--- src/rtl/rr_arb_pkg.sv ---
// rtl/rr_arb_pkg.sv - shared types, defaults and sizing helper for the round-robin burst arbiter
package rr_arb_pkg;

   typedef enum logic [1:0] {
      IDLE = 2'd0,
      OWN  = 2'd1,
      REL  = 2'd2
   } state_e;

   localparam int N_REQ_DEF = 4;
   localparam int LEN_W_DEF = 4;

   // Index width that stays at least one bit even for degenerate sizes.
   function automatic int id_w(input int n);
      return (n < 2) ? 1 : $clog2(n);
   endfunction

endpackage

--- src/rtl/rr_pick.sv ---
// rtl/rr_pick.sv - combinational rotating-priority picker (first set request at or after ptr, wrapping)
module rr_pick
   import rr_arb_pkg::*;
#(
   parameter int N_REQ = N_REQ_DEF,
   parameter int ID_W  = id_w(N_REQ)
) (
   input  logic [N_REQ-1:0] req,
   input  logic [ID_W-1:0]  ptr,
   output logic [ID_W-1:0]  win_id,
   output logic             win_valid
);

   logic [N_REQ-1:0]   mask;
   logic [2*N_REQ-1:0] dbl;

   always_comb begin
      mask = '0;
      for (int i = 0; i < N_REQ; i++) begin
         mask[i] = (i >= int'(ptr));
      end
      // Low half holds requests at/after ptr, high half the full set to cover the wrap.
      dbl       = {req, req & mask};
      win_valid = |req;
      win_id    = '0;
      for (int i = 2*N_REQ-1; i >= 0; i--) begin
         if (dbl[i]) begin
            win_id = ID_W'(i % N_REQ);
         end
      end
   end

endmodule

--- src/rtl/rr_burst_grant_ctrl.sv ---
// rtl/rr_burst_grant_ctrl.sv - round-robin burst grant controller; RR_BURST_WATCHDOG_EN adds an ownership watchdog
module rr_burst_grant_ctrl
   import rr_arb_pkg::*;
#(
   parameter int N_REQ    = N_REQ_DEF,
   parameter int LEN_W    = LEN_W_DEF,
   parameter int HOLD_MAX = 64
) (
   input  logic                      clk,
   input  logic                      reset,
   input  logic [N_REQ-1:0]          req,
   input  logic [N_REQ*LEN_W-1:0]    req_len,
   input  logic                      beat_ack,
   output logic [N_REQ-1:0]          grant,
   output logic [id_w(N_REQ)-1:0]    grant_id,
   output logic                      busy,
   output logic                      burst_done,
   output logic                      abort
);

   localparam int ID_W = id_w(N_REQ);

   state_e            state_q, state_d;
   logic [ID_W-1:0]   ptr_q, ptr_d;
   logic [LEN_W-1:0]  len_q, len_d;
   logic [LEN_W-1:0]  cnt_q, cnt_d;
   logic [N_REQ-1:0]  grant_q, grant_d;
   logic [ID_W-1:0]   grant_id_q, grant_id_d;
   logic              burst_done_q, burst_done_d;
   logic              abort_q, abort_d;

   logic [ID_W-1:0]   win_id;
   logic              win_valid;
   logic [ID_W-1:0]   next_ptr;
   logic              last_beat;
   logic              wd_expire;

   rr_pick #(
      .N_REQ (N_REQ),
      .ID_W  (ID_W)
   ) u_pick (
      .req       (req),
      .ptr       (ptr_q),
      .win_id    (win_id),
      .win_valid (win_valid)
   );

`ifdef RR_BURST_WATCHDOG_EN
   localparam int HOLD_W = ($clog2(HOLD_MAX) > 8) ? $clog2(HOLD_MAX) : 8;
   logic [HOLD_W-1:0] hold_q, hold_d;

   assign wd_expire = (hold_q == HOLD_W'(HOLD_MAX - 1));

   always_ff @(posedge clk or posedge reset) begin
      if (reset) begin
         hold_q <= '0;
      end else begin
         hold_q <= hold_d;
      end
   end

   always_comb begin
      hold_d = hold_q;
      if (state_q != OWN) begin
         hold_d = '0;
      end else if (state_d == OWN) begin
         hold_d = hold_q + 1'b1;
      end
   end
`else
   assign wd_expire = 1'b0;
`endif

   assign next_ptr  = (grant_id_q == ID_W'(N_REQ - 1)) ? '0 : grant_id_q + 1'b1;
   assign last_beat = beat_ack && (cnt_q == len_q);

   always_comb begin
      state_d      = state_q;
      ptr_d        = ptr_q;
      len_d        = len_q;
      cnt_d        = cnt_q;
      grant_d      = grant_q;
      grant_id_d   = grant_id_q;
      burst_done_d = 1'b0;
      abort_d      = 1'b0;
      case (state_q)
         // The turnaround cycle also arbitrates, so back-to-back grants are one cycle apart.
         IDLE, REL: begin
            state_d = IDLE;
            if (win_valid) begin
               state_d         = OWN;
               grant_d         = '0;
               grant_d[win_id] = 1'b1;
               grant_id_d      = win_id;
               len_d           = req_len[win_id*LEN_W +: LEN_W];
               cnt_d           = '0;
            end
         end
         OWN: begin
            if (last_beat) begin
               state_d      = REL;
               grant_d      = '0;
               burst_done_d = 1'b1;
               ptr_d        = next_ptr;
            end else if (!req[grant_id_q] || wd_expire) begin
               state_d = REL;
               grant_d = '0;
               abort_d = 1'b1;
               ptr_d   = next_ptr;
            end else if (beat_ack) begin
               cnt_d = cnt_q + 1'b1;
            end
         end
         default: begin
            state_d = IDLE;
            grant_d = '0;
         end
      endcase
   end

   always_ff @(posedge clk or posedge reset) begin
      if (reset) begin
         state_q      <= IDLE;
         ptr_q        <= '0;
         len_q        <= '0;
         cnt_q        <= '0;
         grant_q      <= '0;
         grant_id_q   <= '0;
         burst_done_q <= 1'b0;
         abort_q      <= 1'b0;
      end else begin
         state_q      <= state_d;
         ptr_q        <= ptr_d;
         len_q        <= len_d;
         cnt_q        <= cnt_d;
         grant_q      <= grant_d;
         grant_id_q   <= grant_id_d;
         burst_done_q <= burst_done_d;
         abort_q      <= abort_d;
      end
   end

   assign grant      = grant_q;
   assign grant_id   = grant_id_q;
   assign busy       = |grant_q;
   assign burst_done = burst_done_q;
   assign abort      = abort_q;

endmodule

--- config.mk ---
export PLATFORM = sky130hd
export DESIGN_NAME = rr_burst_grant_ctrl
export DESIGN_NICKNAME = d
export VERILOG_FILES = /design/src/rtl/rr_arb_pkg.sv /design/src/rtl/rr_pick.sv /design/src/rtl/rr_burst_grant_ctrl.sv
export SDC_FILE = /design/constraint.sdc
export NUM_CORES = 1
export LEC_CHECK = 0
export CAP_MARGIN = 15
export CORE_MARGIN = 2
export CORE_UTILIZATION = 49
export CTS_CLUSTER_DIAMETER = 40
export DETAILED_ROUTE_END_ITERATION = 12
export PLACE_DENSITY = 0.84
export SLEW_MARGIN = 10
export SYNTH_ARGS = -nofsm -noshare
export SYNTH_HDL_FRONTEND = slang
export SYNTH_SLANG_ARGS = --single-unit
--- constraint.sdc ---
create_clock -name clk -period 2.6 [get_ports clk]
set_clock_uncertainty 0.05 [all_clocks]
set_input_delay 0.39 -clock clk [delete_from_list [all_inputs] [get_ports clk]]
set_output_delay 0.39 -clock clk [all_outputs]
set_load 0.02 [all_outputs]
==> impl_metrics.json <==
{
  "cap_violations": 0,
  "worst_pin_slew_ns": 0.759,
  "place_hpwl_um": 1890,
  "wl_um": 2450,
  "p_leak_uw": 0.000660,
  "cts_setup_buffers": 0,
  "grt_pass1_vias": 893,
  "syn_area_sq_um": 1080,
  "cp_data_required_time_ns": 2.16,
  "rsz0062_at_grt": "false",
  "syn_nets": 131,
  "use_met1": 0.252,
  "crit_fanout": 3,
  "netlist_instances": 106,
  "portBuffers": 31,
  "power_density_nw_per_um2": 1090,
  "setup_viol": 0,
  "avgSynthCellArea_sq_um": 10.2,
  "drive_gt1_frac": 0.0870,
  "min_period_ns": 2.22,
  "drt-wirelength-per-cell_um": 14.8,
  "drv_slew": 0,
  "drc": 0,
  "cp_slowest_cell": "clkdlybuf4s50_1",
  "cp-start-kind": "register",
  "synth_cell_types": 33,
  "cts_buffer_depth": 2,
  "clk_latency_ns": 0.30,
  "syn_to_final_growth_pct": 35.8,
  "grt_pass1_wl_um": 3970,
  "ys.flop_type": "dfrtp_1",
  "start_util": 0.533,
  "synth_edf_count": 0,
  "use_met3": 0.0468,
  "gp_congestion": 0.885,
  "design.die.area_sq_um": 2590,
  "arrival_ns": 1.78,
  "rows": 16,
  "vias": 919,
  "synth_area_leaders": "dfrtp_1 46%, mux2i_1 7.4%, nand2_1 3.8%",
  "core_area_sq_um": 2020,
  "cts_tree": "built",
  "yosys_warnings": 0,
  "post_cts_resized": 0,
  "die_w_um": 50.9,
  "crit_buf_inv": 1,
  "outcome": "finished clean",
  "finalCritPeriodShare": 0.853,
  "grt_util_met2": 0.351,
  "yosys.area.top_type": "dfrtp_1",
  "nets": 164,
  "cp-startpoint": "grant[1]",
  "yosysMostFrequentCell": "dfrtp_1",
  "synth_seq_area_share": 0.465,
  "viasPerCell": 5.57,
  "relSlewSlack": 0.494,
  "ir_drop_mv": 0.672,
  "synth_commonest_cells": "20 x dfrtp_1, 11 x nand2_1, 8 x mux2i_1",
  "n_antenna_cell": 0,
  "cts_made_buffers": 3,
  "root_buffer": "clkbuf_4",
  "reg2reg_from": "cnt_q[0]",
  "path_delay_family": "buffers and inverters",
  "ant_nets": 0,
  "end_kind": "output port",
  "dr.pass1.iters": 4,
  "grtUsageTotal": 0.206,
  "async_flop_share": 1.00,
  "hold_class": "input port to asynchronous set/reset pin",
  "finalSetupTns_ns": 0,
  "die_h_um": 50.9,
  "fmax_ghz": 0.451,
  "num_io_pins": 32,
  "finalHoldViolCount": 0,
  "clk_pin_slew_ns": 0.12,
  "gr-max-usage-layer": "met2",
  "cts_hold_buf": 0,
  "synth_top_area_share": 0.465,
  "critPathKind": "register to output port",
  "clkSinkCount": 20,
  "synth-seq-cells": 20,
  "critPathMaxStageDelay_ns": 0.55,
  "antenna_found_initial": 0,
  "grt_max_degree": 21,
  "grt_overflow": 0,
  "first_iter_violations": 20,
  "cts-htree-levels": 1,
  "path_cells": "or4_1 -> clkdlybuf4s50_1",
  "power_uw": 1600
}
==> flip-flops by register name, summed over array words and instances, names as in the netlist <==
name	cells
grant_id	2
cnt_q	4
len_q	4
grant	4
ptr_q	2
abort	1
state_q	2
burst_done	1
==> worst paths after layout <==
kind                            end  cells past startpoint  slack [ns]
setup / recovery               busy                      2        0.38
hold / removal             len_q[2]                      2        0.47
setup reg to reg           ptr_q[0]                      5        0.50
hold reg to reg            len_q[1]                      2        0.47
max in group asynchronous  len_q[3]                      2        1.55
min in group clk           len_q[1]                      2        0.47
==> stage by stage <==
| step | instance area, sq um | worst slack (ns) | util | hold WS (ns) | instances |
|---|---|---|---|---|---|
| 3_5_place_dp | 1410 | 0.269 | 0.697 | 0.440 | 161 |
| 3_3_place_gp | 1410 | 0.342 | 0.697 | 0.442 | 161 |
| 2_1_floorplan | 1080 | 0.752 | - | 0.304 | 106 |
| 6_report | 1460 | 0.382 | 0.723 | 0.468 | 165 |
| 4_1_cts | 1460 | 0.372 | 0.723 | 0.473 | 165 |
| 5_1_grt | 1460 | 0.293 | 0.723 | 0.485 | 165 |
==> report_power, final <==
group | internal, uW | leakage, uW | switching [uW]
clock network | 156 | 0.0000279 | 94.9
registers | 438 | 0.000257 | 122
logic | 388 | 0.000374 | 399
==> cell type report <==
cell class	count	area (sq um)
flip-flops and latches	20	500
well taps	27	33.8
multi-input cells	75	532
clock buffers	3	22.5
inverters	7	26.3
clock inverters	1	30.0
repair buffers	32	318
fillers	145	559
==> kinds of logic after synthesis <==
logic type,after synthesis,synth area share
compound gates,23,0.153
xor+xnor,4,0.0325
fa+ha+maj,2,0.0232
buf+inv,11,0.0418
flops,20,0.465
mux,11,0.116
simple gates,35,0.168
==> metal layers <==
layer / part of all wire / vias up
met1: 0.41 / 427
met3: 0.058 / 6
met2: 0.51 / 42
met5: 0 / -
met4: 0.024 / 0
li1: - / 444
==> placed cells by master, fill, tap and decap left out, types with 4 or more instances in the layout <==
cell and count:
nand2b_1 4, o221ai_1 4, nand2_1 11, nor2_1 5, inv_1 7, mux2i_1 8
xor2_1 4, o21ai_0 6, dfrtp_1 20, clkdlybuf4s50_1 31
Power figures use the tool's default switching activity.
